===== src/rtl/vx_dispatch_sched.sv =====
// ============================================================================
// Module      : vx_dispatch_sched
// Description : Credit-gated round-robin issue scheduler with a one-entry
//               registered output stage and a flush/drain controller.
// Revision    : 1.0 - initial release
// ============================================================================
`default_nettype none

module vx_dispatch_sched #(
    parameter int NUM_REQS = 4,
    parameter int DATAW    = 64,
    parameter int NUM_EX   = 5,
    parameter int EX_BITS  = 3,
    parameter int CREDITS  = 4
) (
    input  logic                          clk,
    input  logic                          reset,
    input  logic [NUM_REQS-1:0]           req_valid,
    input  logic [NUM_REQS*EX_BITS-1:0]   req_ex_type,
    input  logic [NUM_REQS*DATAW-1:0]     req_data,
    output logic [NUM_REQS-1:0]           req_ready,
    output logic                          out_valid,
    output logic [EX_BITS-1:0]            out_ex_type,
    output logic [$clog2(NUM_REQS)-1:0]   out_sel,
    output logic [DATAW-1:0]              out_data,
    input  logic                          out_ready,
    input  logic [NUM_EX-1:0]             cmpl_valid,
    output logic [NUM_EX-1:0]             credit_avail,
    input  logic                          flush_req,
    output logic                          flush_done,
    output logic                          err
);

    localparam int                 c_SEL_W   = $clog2(NUM_REQS);
    localparam int                 c_CW      = $clog2(CREDITS + 1);
    localparam int                 c_EX_SPAN = 2 ** EX_BITS;
    localparam logic [c_CW-1:0]    c_CREDITS = c_CW'(CREDITS);
    localparam logic [c_CW-1:0]    c_ONE     = c_CW'(1);
    localparam logic [EX_BITS:0]   c_NUM_EX  = (EX_BITS + 1)'(NUM_EX);

    typedef enum logic [1:0] {
        ST_RUN   = 2'd0,
        ST_DRAIN = 2'd1,
        ST_HALT  = 2'd2
    } state_t;

    state_t               r_state;
    logic                 r_out_valid;
    logic [DATAW-1:0]     r_out_data;
    logic [EX_BITS-1:0]   r_out_ex;
    logic [c_SEL_W-1:0]   r_out_sel;
    logic [c_SEL_W-1:0]   r_last_grant;
    logic                 r_err;

    logic [EX_BITS-1:0]   w_ex_arr   [NUM_REQS];
    logic [DATAW-1:0]     w_data_arr [NUM_REQS];
    logic [NUM_REQS-1:0]  w_elig;
    logic [NUM_REQS-1:0]  w_bad;
    logic [NUM_EX-1:0]    w_avail;
    logic [NUM_EX-1:0]    w_ovf;
    logic [NUM_EX-1:0]    w_full_nxt;
    logic [c_EX_SPAN-1:0] w_avail_pad;
    logic                 w_can_load;
    logic                 w_grant;
    logic                 w_out_valid_nxt;
    logic [c_SEL_W-1:0]   w_pos;
    logic [c_SEL_W-1:0]   w_win;
    logic [EX_BITS-1:0]   w_win_ex;
    logic [DATAW-1:0]     w_win_data;

    assign w_can_load  = !r_out_valid || out_ready;
    assign w_avail_pad = c_EX_SPAN'(w_avail);

    // Eligibility folds in reset so req_ready stays low while reset is asserted.
    for (genvar i = 0; i < NUM_REQS; i++) begin : g_req
        logic w_ex_ok;
        assign w_ex_arr[i]   = req_ex_type[i*EX_BITS +: EX_BITS];
        assign w_data_arr[i] = req_data[i*DATAW +: DATAW];
        assign w_ex_ok       = {1'b0, w_ex_arr[i]} < c_NUM_EX;
        assign w_bad[i]      = req_valid[i] && !w_ex_ok;
        assign w_elig[i]     = req_valid[i] && w_ex_ok && w_avail_pad[w_ex_arr[i]]
                               && reset && (r_state == ST_RUN) && w_can_load;
    end

    always_comb begin
        w_grant    = 1'b0;
        w_pos      = '0;
        w_win      = '0;
        w_win_ex   = '0;
        w_win_data = '0;
        for (int k = 1; k <= NUM_REQS; k++) begin
            w_pos = c_SEL_W'((int'(r_last_grant) + k) % NUM_REQS);
            if (!w_grant && w_elig[w_pos]) begin
                w_grant    = 1'b1;
                w_win      = w_pos;
                w_win_ex   = w_ex_arr[w_pos];
                w_win_data = w_data_arr[w_pos];
            end
        end
    end

    assign req_ready       = w_grant ? (NUM_REQS'(1) << w_win) : '0;
    assign w_out_valid_nxt = w_grant || (r_out_valid && !out_ready);

    for (genvar u = 0; u < NUM_EX; u++) begin : g_credit
        logic            w_dec;
        logic            w_inc;
        logic [c_CW-1:0] w_nxt;
        logic [c_CW-1:0] r_cnt;

        assign w_dec = w_grant && (w_win_ex == EX_BITS'(u));
        assign w_inc = cmpl_valid[u];

        // A completion on a full counter is a protocol error and saturates.
        assign w_ovf[u] = w_inc && !w_dec && (r_cnt == c_CREDITS);

        always_comb begin
            w_nxt = r_cnt;
            if (w_dec && !w_inc) begin
                w_nxt = r_cnt - c_ONE;
            end else if (w_inc && !w_dec && (r_cnt != c_CREDITS)) begin
                w_nxt = r_cnt + c_ONE;
            end
        end

        assign w_full_nxt[u] = (w_nxt == c_CREDITS);
        assign w_avail[u]    = (r_cnt != '0);

        always_ff @(posedge clk) begin
            if (!reset) begin
                r_cnt <= c_CREDITS;
            end else begin
                r_cnt <= w_nxt;
            end
        end
    end

    always_ff @(posedge clk) begin
        if (!reset) begin
            r_out_valid  <= 1'b0;
            r_out_data   <= '0;
            r_out_ex     <= '0;
            r_out_sel    <= '0;
            r_last_grant <= c_SEL_W'(NUM_REQS - 1);
            r_state      <= ST_RUN;
            r_err        <= 1'b0;
        end else begin
            r_out_valid <= w_out_valid_nxt;
            if (w_grant) begin
                r_out_data   <= w_win_data;
                r_out_ex     <= w_win_ex;
                r_out_sel    <= w_win;
                r_last_grant <= w_win;
            end
            if ((|w_ovf) || (|w_bad)) begin
                r_err <= 1'b1;
            end
            // Drain completion is judged on the values this edge will load.
            case (r_state)
                ST_RUN:   if (flush_req) r_state <= ST_DRAIN;
                ST_DRAIN: begin
                    if (!flush_req) begin
                        r_state <= ST_RUN;
                    end else if (!w_out_valid_nxt && (&w_full_nxt)) begin
                        r_state <= ST_HALT;
                    end
                end
                ST_HALT:  if (!flush_req) r_state <= ST_RUN;
                default:  r_state <= ST_RUN;
            endcase
        end
    end

    assign out_valid    = r_out_valid;
    assign out_data     = r_out_data;
    assign out_ex_type  = r_out_ex;
    assign out_sel      = r_out_sel;
    assign credit_avail = w_avail;
    assign flush_done   = (r_state == ST_HALT);
    assign err          = r_err;

endmodule

`default_nettype wire


===== config.mk =====
export PLATFORM = sky130hd
export DESIGN_NAME = vx_dispatch_sched
export DESIGN_NICKNAME = d
export VERILOG_FILES = /design/src/rtl/vx_dispatch_sched.sv
export SDC_FILE = /design/constraint.sdc
export NUM_CORES = 1
export LEC_CHECK = 0
export BUFFER_PORTS_ARGS = -buffer_cell sky130_fd_sc_hd__buf_2
export CAP_MARGIN = 20
export CORE_ASPECT_RATIO = 1.25
export CORE_MARGIN = 1
export CORE_UTILIZATION = 40
export CTS_CLUSTER_SIZE = 20
export DETAILED_ROUTE_END_ITERATION = 16
export HOLD_SLACK_MARGIN = 0.06
export PLACE_DENSITY_LB_ADDON = 0.25
export SLEW_MARGIN = 10
export SYNTH_ARGS = -nofsm -noshare
export SYNTH_HDL_FRONTEND = slang
export SYNTH_SLANG_ARGS = --single-unit

===== constraint.sdc =====
create_clock -name clk -period 11.8 [get_ports clk]
set_input_delay 1.18 -clock clk [delete_from_list [all_inputs] [get_ports clk]]
set_output_delay 1.18 -clock clk [all_outputs]
set_load 0.02 [all_outputs]

# After elaboration in Yosys (flattened, before gate mapping)
# Cells that the tools add are included.
# Widths: inputs -> output; s select.
# classes
add_sub_neg,14
n_mul,0
div_mod_pow,0
order_cmp,16
n_eq_ne,24
shift,1
muxes,72
bitwise_logic,4
reduce_logical,88
# ops
op,count
$mux 64,12
$bmux 64 s2,4
$mux 3,22
$logic_and 1x1->1,54
$eq 3x3->1 const B,11
$bmux 3 s2,4
$logic_not 1->1,20
$ne 3x3->1 const B,6
$lt 3x4->1 const B,4
$mux 2,8
$add 3x1->3 const B,5
$reduce_bool 3->1,5
$sub 3x1->3 const B,5
$bmux 1 s3,4
$ge 3x3->1 const B,4
$lt 2x3->1 const B,4
$lt 3x3->1 const B,4
$mux 1,12
$not 2->3,4
$bmux 1 s2,4
$eq 3x2->1 const B,2
$pmux 2 s3,1
$reduce_and 5->1,1
$reduce_or 5->1,1
13 further kinds,18
# word_totals
reg_bits,90
latch_bits,0
ram_bits,0
mem_bits_ro,0
in_bits,281
output_inout_bits,81
wordCells,231
mem_count,0

# Depth between registers and ports, before layout
# Gate-level depths: netlist (run 1).
# logic_depth
ltp_word,32
mapped_depth,17
depth_no_buf,15

# Least setup slack after synthesis (run 1)
# OpenSTA, ideal clock, no wires.
# synth_timing
kind,input port to output port
startpoint,in req_ex_type[11]
endpoint,out req_ready[1]
arrival_time_ns,3.810
required_time_ns,10.620
path_slack_ns,6.810
path_stages,10
cell_sequence,or3b_1 mux4_2 and3_1 buf_6 nor4_2 a311o_1 clkbuf_1 nor3_1 a31o_2 a21oi_1
# synth_between
elab_chain_len,20
word_cells_on_any_way,32
classes_between,order compare: 1; shift: 1; mux: 19; reduce/logical: 11
# synth_lines
element,line,source
from (decl),19,"input logic [NUM_REQS*EX_BITS-1:0] req_ex_type,"
$bmux 1 s3 / $lt 3x3->1 (equally long branches),"81, 79",
$mux 1 (implied by the code) / $logic_and 1x1->1 (equally long branches),81,assign w_elig[i] = req_valid[i] && w_ex_ok && w_avail_pad[w_ex_arr[i]]
$logic_and 1x1->1 (*),81,
$logic_and 1x1->1 (*) (3 in series),82,&& reset && (r_state == ST_RUN) && w_can_load;
$bmux 1 s2,93,if (!w_grant && w_elig[w_pos]) begin
$mux 1 (implied by the code),93,
$mux 1,93,
$logic_not 1->1,93,
(+2 left out),n/a,
$logic_not 1->1,93,
$logic_and 1x1->1,93,
$mux 1,93,
$logic_not 1->1,93,
$logic_and 1x1->1,93,
$mux 2,93,
$shl 1x2->4,102,assign req_ready = w_grant ? (NUM_REQS'(1) << w_win) : '0;
$mux 4 (*),102,
to (decl),21,"output logic [NUM_REQS-1:0] req_ready,"
# Every way passes the cells marked *; elsewhere a longest branch is shown, timed or not. The select of a mux whose other input is x is not followed.

# Final worst setup path (run 1)
# layout_timing
startpoint,reg g_credit[3].r_cnt[0]
endpoint,out req_ready[1]
# layout_between
elab_chain_len,21
word_cells_on_any_way,49
classes_between,shift: 1; mux: 25; reduce/logical: 23
# layout_lines
element,line,source
from (decl),109,logic [c_CW-1:0] r_cnt;
from (signal assigned),131,r_cnt <= c_CREDITS;
from (signal assigned),133,r_cnt <= w_nxt;
$reduce_bool 3->1 (*),127,assign w_avail[u] = (r_cnt != '0);
$bmux 1 s3,81,
$mux 1 (implied by the code),81,
$logic_and 1x1->1,81,
$logic_and 1x1->1 (3 in series),82,
$bmux 1 s2,93,
$mux 1 (implied by the code),93,
$mux 1,93,
(+3 left out),n/a,
$logic_not 1->1,93,
$logic_and 1x1->1,93,
$mux 1,93,
$logic_not 1->1,93,
$logic_and 1x1->1,93,
$mux 2,93,
$shl 1x2->4,102,
$mux 4 (*),102,
# Marks and branches as above.

==> results.py, run 1 <==
metrics = {
    "run_status": {
        "status": "complete, no violations",
    },
    "floorplanning": {
        "io_pins": 362,
        "die_x_um": 151,
        "coreArea_sq_um": 27000,
        "row_count": 67,
        "start_util": 0.411,
        "dieHeight_um": 188,
        "dieArea_sq_um": 28400,
    },
    "synthesis": {
        "ys_types": 77,
        "synth_top_family_by_area": "multiplexers",
        "syn_avg_cell_area_sq_um": 7.64,
        "synthCells": 1452,
        "ys_warn_count": 0,
        "syn-cell-area_sq_um": 11100,
        "ys_seq_area_frac": 0.162,
        "synthXorXnorAreaFrac": 0.00395,
        "yosys.area_share.simple": 0.202,
        "synth.mux.area_fraction": 0.292,
        "synth_compound_area_frac": 0.269,
        "synth_edf_count": 0,
        "synth_fa_ha_area_frac": 0.0169,
        "ys_async_sr_fraction": 0,
        "ys_ff_latch": 90,
        "synth_flop_cell": "dfxtp_1",
        "synthesis.nets": 1748,
    },
    "grt": {
        "overflow": 0,
        "grt_pass1_wl_um": 66500,
        "grt_max_degree": 109,
        "track_usage": 0.295,
        "grt_antenna_before_repair": 7,
        "grt_pass1_vias": 12800,
    },
    "min_path": {
        "hold_start": "out_sel[0]$_SDFFE_PN0P_",
        "whs_path_depth": 2,
        "hold_class": "reg2reg",
        "holdPathEnd": "out_sel[0]$_SDFFE_PN0P_",
    },
    "layout": {
        "layout-drive-gt1-share": 0.300,
        "postLayoutCoreUtil": 0.493,
        "final_nets": 2011,
        "nFillCells": 2722,
        "synthToLayoutAreaGrowth_pct": 19.9,
    },
    "worst_setup_path": {
        "worst_setup_path_end_kind": "primary output",
        "cp.depth": 13,
        "r2r-start": "g_credit[3].r_cnt[0]$_SDFF_PN0_",
        "crit_type": "reg2out",
        "worst_path_most_repeated_cell": "a21oi_1",
        "cp-start-kind": "register",
        "path_buf_inv": 4,
        "max_stage_delay_ns": 0.68,
        "worstPathArrival_ns": 4.61,
        "crit_slowest_cell": "buf_4",
        "r2r_end": "r_state[1]$_SDFFE_PN0P_",
        "ff2ff_setup_slack_ns": 6.33,
        "cp.required_ns": 10.62,
        "reg2reg_depth": 15,
        "cpLargestDelayFamily": "compound AO/OA/AOI/OAI gates",
        "cp_cell_sequence": "inv_1 -> ha_1 -> nor2b_1 -> inv_2 -> mux4_2 -> or2_1 -> a21oi_1 -> a311o_2 -> buf_4 -> nor3_1 -> a31o_2 -> a21oi_1 -> buf_2",
        "worstPathMaxFanout": 66,
    },
    "sta": {
        "finalCritPeriodShare": 0.490,
        "fin_hold_ws_ns": 0.457,
        "hold_violations": 0,
        "finalSetupViolations": 0,
        "fmax_ghz": 0.173,
        "skew_ns": 0.0128,
        "tns_ns": 0,
        "slew_viol_final": 0,
        "finalCriticalPeriod_ns": 5.79,
        "rsz0062_at_grt": "no",
        "worst_pin_slew_ns": 1.15,
        "slew-limit-headroom": 0.232,
    },
    "clock_tree": {
        "path_clk_slew_ns": 0.07,
        "cts_tree": "built",
        "cts_buffer_depth": 2,
        "post-cts-setup-buffers": 0,
        "cts_max_level": 3,
        "cts_resized": 0,
        "clkLatencyLatePin_ns": 0.36,
        "clockRootBuffer": "clkbuf_16",
        "cts_made_buffers": 9,
        "hold_buffers": 0,
        "cts_sinks": 90,
    },
    "power": {
        "sw_frac_of_total": 0.488,
        "total_power_uw": 2140,
        "clkPwrFrac": 0.127,
        "pwr-share-seq": 0.222,
        "cellLeakagePower_uw": 0.00623,
        "ir_drop_mv": 0.0971,
        "p_int_uw": 1090,
        "switchingPower_uw": 1040,
        "power_density_nw_per_um2": 161,
        "p_comb_frac": 0.652,
    },
    "detailed_routing": {
        "viasPerCell": 6.30,
        "detail_route.iter0.violations": 761,
        "ant_nets": 0,
        "drcViolationCount": 0,
        "route.vias.total": 13100,
        "drtPass1Iterations": 7,
        "wl_per_cell_um": 20.7,
        "wirelength_um": 42800,
    },
    "place": {
        "dp_hpwl_um": 29700,
        "place.gp.congestion": 0.920,
        "numPortBuffers": 361,
    },
    "flow_run": {
        "drv_cap": 0,
    },
}
[per-layer routing]
| layer | GRT usage | wire length [um] |
|---|---|---|
| met1 | 0.344 | 16600 |
| met2 | 0.505 | 21200 |
| met3 | 0.0564 | 3310 |
| met4 | 0.151 | 1680 |
| met5 | 0 | 0 |
[cell families (layout without fill, tap and decap cells)]
kind of cell               after synthesis  in the layout
xor gates and xnor gates                 5              5
DFF                                     90             90
buffers and inverters                  158            423
other                                    0              9
and+or+nand+nor                        473            473
AOI/OAI and AO/OA                      428            428
muxes                                  283            283
adders and majority gates               15             15
[cells in the mapped netlist, types with 3 or more instances]
master    number  area [sq um]
mux4_2        25           563
o31ai_1        4          30.0
a221oi_1      10          87.6
o21ai_0       76           380
clkinv_1       3          11.3
nor3_1       118           591
buf_1         22          82.6
nor4_1         7          43.8
a21oi_1       39           195
a311oi_1       3          26.3
nor2_1       103           387
and4_1         4          35.0
or3_1          5          31.3
nand2b_1       9          56.3
and2_1        11          68.8
mux2i_1      185          1850
ha_1          15           188
dfxtp_1       90          1800
xnor2_1        5          43.8
o21a_1         5          37.5
a22oi_1       20           150
inv_1         28           105
mux2_2        73           822
a211oi_1      61           458
nor3b_1        3          22.5
nand3_1       12          60.1
a311o_1        4          40.0
clkbuf_1     102           383
and3_1         5          31.3
nand4_1        8          50.1
o211ai_1     118           886
o22ai_1       56           350
or2_2          3          18.8
nor2b_1       11          68.8
a31oi_1        4          25.0
nand2_1      155           582
[placed cells by master (no fill, tap or decap), types with 4 or more instances in the layout]
cell and count:
o22ai_1 56, nand4_1 8, and3_1 5, mux2i_1 185, a211oi_1 61, o21ai_0 76
o31ai_1 4, mux4_2 25, ha_1 15, dfxtp_1 88, xnor2_1 5, clkbuf_16 9
nor2_1 102, nand2_1 155, or3_1 5, buf_4 17, a22oi_1 20, nor3_1 117
o211ai_1 118, buf_2 361, a31oi_1 4, nand3_1 12, and4_1 4, nor4_1 7
a221oi_1 10, o21a_1 5, nor2b_1 11, inv_1 28, mux2_2 73, and2_1 11
a21oi_1 37, diode_2 9, nand2b_1 9
[worst max path at each step]
stage                                         end                            start
final                                req_ready[1]  g_credit[3].r_cnt[0]$_SDFF_PN0_
after global routing                 req_ready[1]  g_credit[1].r_cnt[0]$_SDFF_PN0_
after detailed placement  r_state[1]$_SDFFE_PN0P_                   req_ex_type[8]
after CTS                            req_ready[1]  g_credit[2].r_cnt[0]$_SDFF_PN0_
after floorplan                      req_ready[1]                  req_ex_type[11]
after global placement    r_state[1]$_SDFFE_PN0P_                   req_ex_type[6]
[flip-flops by register name, summed over array words and instances, names as in the netlist]
register / cells
r_state: 2
out_sel: 2
err: 1
out_valid: 1
r_last_grant: 2
out_ex_type: 3
g_credit.r_cnt: 15
out_data: 64
[through the flow]
| step | setup slack (ns) | cells | instance area [sq um] |
|---|---|---|---|
| 4_1_cts | 6.04 | 2062 | 13300 |
| 2_1_floorplan | 6.81 | 1452 | 11100 |
| 3_5_place_dp | 5.95 | 2049 | 13000 |
| 5_1_grt | 5.73 | 2069 | 13300 |
| 6_report | 6.01 | 2071 | 13300 |
| 3_3_place_gp | 6.06 | 2049 | 13000 |
[tightest hold or removal path: cells and delay by family (launching register included)]
family / cells / cell delay [ns]
compound gates: 1 / 0.05
flops: 1 / 0.31
simple gates: 1 / 0.05
[power by group through the flow]
stage | Sequential (uW) | Combinational (uW) | Clock [uW]
after floorplan | 527 | 947 | 0
after global placement | 476 | 1360 | 0
after detailed placement | 478 | 1380 | 0
after CTS | 473 | 1380 | 279
after global routing | 485 | 1520 | 289
final | 474 | 1390 | 271
[area by class of cell]
class                      count  area [sq um]  share of cell area
timing repair buffer         378          1930               0.145
tap                          345           432              0.0325
clock buffer                  12           236              0.0178
multi-input combinational   1204          8740               0.657
antenna                        9          22.5             0.00169
inverter                      32           120             0.00903
sequential                    90          1810               0.136
clock inverter                 1          5.00            0.000376
Power figures use the tool's default switching activity.
==> inputs of run 2 (changes only) <==
--- a/config.mk
+++ b/config.mk
@@ -5,6 +5,7 @@
 export SDC_FILE = /design/constraint.sdc
 export NUM_CORES = 1
 export LEC_CHECK = 0
+export ABC_AREA = 1
 export BUFFER_PORTS_ARGS = -buffer_cell sky130_fd_sc_hd__buf_2
 export CAP_MARGIN = 20
 export CORE_ASPECT_RATIO = 1.25
==> constraint.sdc (replaced) <==
create_clock -name clk -period 5.2 [get_ports clk]
set_input_delay 0.52 -clock clk [delete_from_list [all_inputs] [get_ports clk]]
set_output_delay 0.52 -clock clk [all_outputs]
set_load 0.02 [all_outputs]
==> run 2 against run 1 <==
  * Non-clock buffer count grew 3
  * Combinational power grew to 4.3 times the previous value
  * Critical path depth grew 4
  * First-iteration DRC count grew 3.2%
  * Setup slack lost 5.1 ns
  * Largest cell class unchanged
==> results.py, run 2 <==
metrics = {
    "power": {
        "sw_frac_of_total": 0.584,
        "p_int_uw": 3200,
        "power_density_nw_per_um2": 569,
        "clkPwrFrac": 0.088,
        "switchingPower_uw": 4490,
        "ir_drop_mv": 0.482,
        "pwr-share-seq": 0.143,
        "cellLeakagePower_uw": 0.00730,
        "total_power_uw": 7690,
        "p_comb_frac": 0.768,
    },
    "grt": {
        "grt_antenna_before_repair": 4,
        "grt_pass1_wl_um": 62200,
        "grt_pass1_vias": 12900,
        "track_usage": 0.262,
        "grt_max_degree": 109,
        "overflow": 0,
    },
    "layout": {
        "final_nets": 2640,
        "largest_register_ff_count": 64,
        "synthToLayoutAreaGrowth_pct": 18.4,
        "mostFrequentLayoutCells": "nand2_1 (647), o21ai_0 (390), buf_2 (361)",
        "layout_commonest_cell": "nand2_1",
        "layout-drive-gt1-share": 0.185,
        "fin_area_sq_um": 13500,
    },
    "detailed_routing": {
        "drcViolationCount": 0,
        "ant_nets": 0,
        "viasPerCell": 5.34,
        "detail_route.iter0.violations": 785,
        "wirelength_um": 39800,
        "drtPass1Iterations": 8,
        "route.vias.total": 14400,
        "wl_per_cell_um": 14.7,
    },
    "sta": {
        "finalCriticalPeriod_ns": 4.33,
        "slew-limit-headroom": 0.303,
        "tns_ns": 0,
        "hold_violations": 0,
        "finalCritPeriodShare": 0.832,
        "rsz0062_at_grt": "no",
        "worst_pin_slew_ns": 1.05,
        "slew_viol_final": 0,
        "fmax_ghz": 0.231,
        "finalSetupViolations": 0,
        "skew_ns": 0.0177,
    },
    "synthesis": {
        "yosys-top-cells-area": "nand2_1 (21%), o21ai_0 (17%), dfxtp_1 (16%)",
        "synth_flop_cell": "dfxtp_1",
        "synth_top_cell_area_share": 0.213,
        "ys_ff_latch": 90,
        "syn-cell-area_sq_um": 11400,
        "ys_warn_count": 0,
        "synthCells": 2109,
        "synthesis.nets": 2405,
        "synth_edf_count": 0,
        "synth_area_leader_cell": "nand2_1",
        "ys_async_sr_fraction": 0,
        "synth_most_common_cell": "nand2_1",
        "ys_seq_area_frac": 0.158,
        "syn_avg_cell_area_sq_um": 5.41,
        "ys_types": 43,
        "synth_commonest_cells": "nand2_1 (648), o21ai_0 (390), inv_1 (220)",
    },
    "worst_setup_path": {
        "worstPathArrival_ns": 3.81,
        "worst_setup_path_end_kind": "primary output",
        "crit_type": "reg2out",
        "worstPathMaxFanout": 42,
        "cp.required_ns": 4.68,
        "cp-start-kind": "register",
    },
    "clock_tree": {
        "hold_buffers": 0,
        "cts_resized": 0,
        "cts_buffer_depth": 2,
        "cts_tree": "built",
        "post-cts-setup-buffers": 0,
        "cts_made_buffers": 9,
        "clockRootBuffer": "clkbuf_16",
        "cts_sinks": 90,
        "path_clk_slew_ns": 0.09,
        "clkLatencyLatePin_ns": 0.37,
        "cts_max_level": 3,
    },
    "floorplanning": {
        "die_x_um": 153,
        "dieHeight_um": 191,
        "row_count": 68,
        "start_util": 0.410,
        "coreArea_sq_um": 27800,
        "dieArea_sq_um": 29200,
        "io_pins": 362,
    },
    "min_path": {
        "hold_class": "in2reg",
    },
    "place": {
        "place.gp.congestion": 0.912,
        "numPortBuffers": 361,
        "dp_hpwl_um": 29400,
        "placed_area_sq_um": 13200,
    },
    "flow_run": {
        "drv_cap": 0,
    },
    "run_status": {
        "status": "complete, no violations",
    },
}
==> run 2: path summary, 6_finish.rpt <==
check | from | slack, ns | endpoint | depth (start not counted)
worst max-delay path | g_credit[3].r_cnt[0]$_SDFF_PN0_ | 0.87 | req_ready[2] | 17
worst min register to register | out_sel[0]$_SDFFE_PN0P_ | 0.47 | out_sel[0]$_SDFFE_PN0P_ | 2
worst min-delay path | flush_req | 0.45 | r_state[1]$_SDFFE_PN0P_ | 3
worst max register to register | g_credit[3].r_cnt[0]$_SDFF_PN0_ | 1.18 | r_state[0]$_SDFFE_PN0P_ | 27
==> run 2: cell type report <==
class,instances,area [sq um]
multi-input combinational,1633,8150
antenna,4,10.0
tap,350,438
clock inverter,7,68.8
timing repair buffer,381,1960
fill,3009,14300
inverter,229,867
clock buffer,9,225
sequential,90,1810
==> run 2: per-stage QoR <==
stage	utilization	instances	setup WS (ns)	hold slack, ns
after floorplan	-	2109	2.03	0.495
after global placement	0.475	2683	1.33	0.458
after detailed placement	0.475	2683	1.28	0.460
after CTS	0.486	2699	0.895	0.433
after global routing	0.486	2703	0.546	0.465
final	0.486	2703	0.871	0.453
==> run 2: worst max-delay path, cell delays in order, from the launching register on <==
cell and delay [ns]:
dfxtp_1 0.32, inv_1 0.12, ha_1 0.23, inv_1 0.05, nor2_1 0.20, nand2_1 0.08, nand2_1 0.07, o21ai_1 0.08
nand3_1 0.11, nand2_1 0.08, nand2_2 0.10, nand2_4 0.34, nor2_4 0.54, a21boi_0 0.24, a31oi_1 0.38, inv_1 0.17
nor2_1 0.14, buf_2 0.17
==> run 2: power by group through the flow <==
stage               logic, uW  clock network, uW  registers [uW]
CTS                      5890                696            1100
global placement         5750                  0            1110
floorplan                4330                  0            1260
global route             6660                720            1120
finish                   5910                680            1100
detailed placement       5880                  0            1110
==> run 2: layer usage <==
layer,vias to the layer above,track usage,wire length (um)
met3,91,0.0441,2310
li1,7457,-,-
met4,0,0.121,1500
met1,6406,0.295,16300
met2,483,0.479,19600
met5,-,0,0
==> run 2: logic make-up (layout without fill, tap and decap cells) <==
| group | after synthesis | after routing | share of synthesized area |
|---|---|---|---|
| xor gates and xnor gates | 11 | 11 | 0.00844 |
| DFF | 90 | 90 | 0.158 |
| and+or+nand+nor | 898 | 898 | 0.313 |
| adders and majority gates | 15 | 15 | 0.0164 |
| other | 0 | 4 | 0 |
| muxes | 70 | 70 | 0.0614 |
| AOI/OAI and AO/OA | 639 | 639 | 0.314 |
| buffers and inverters | 386 | 626 | 0.130 |
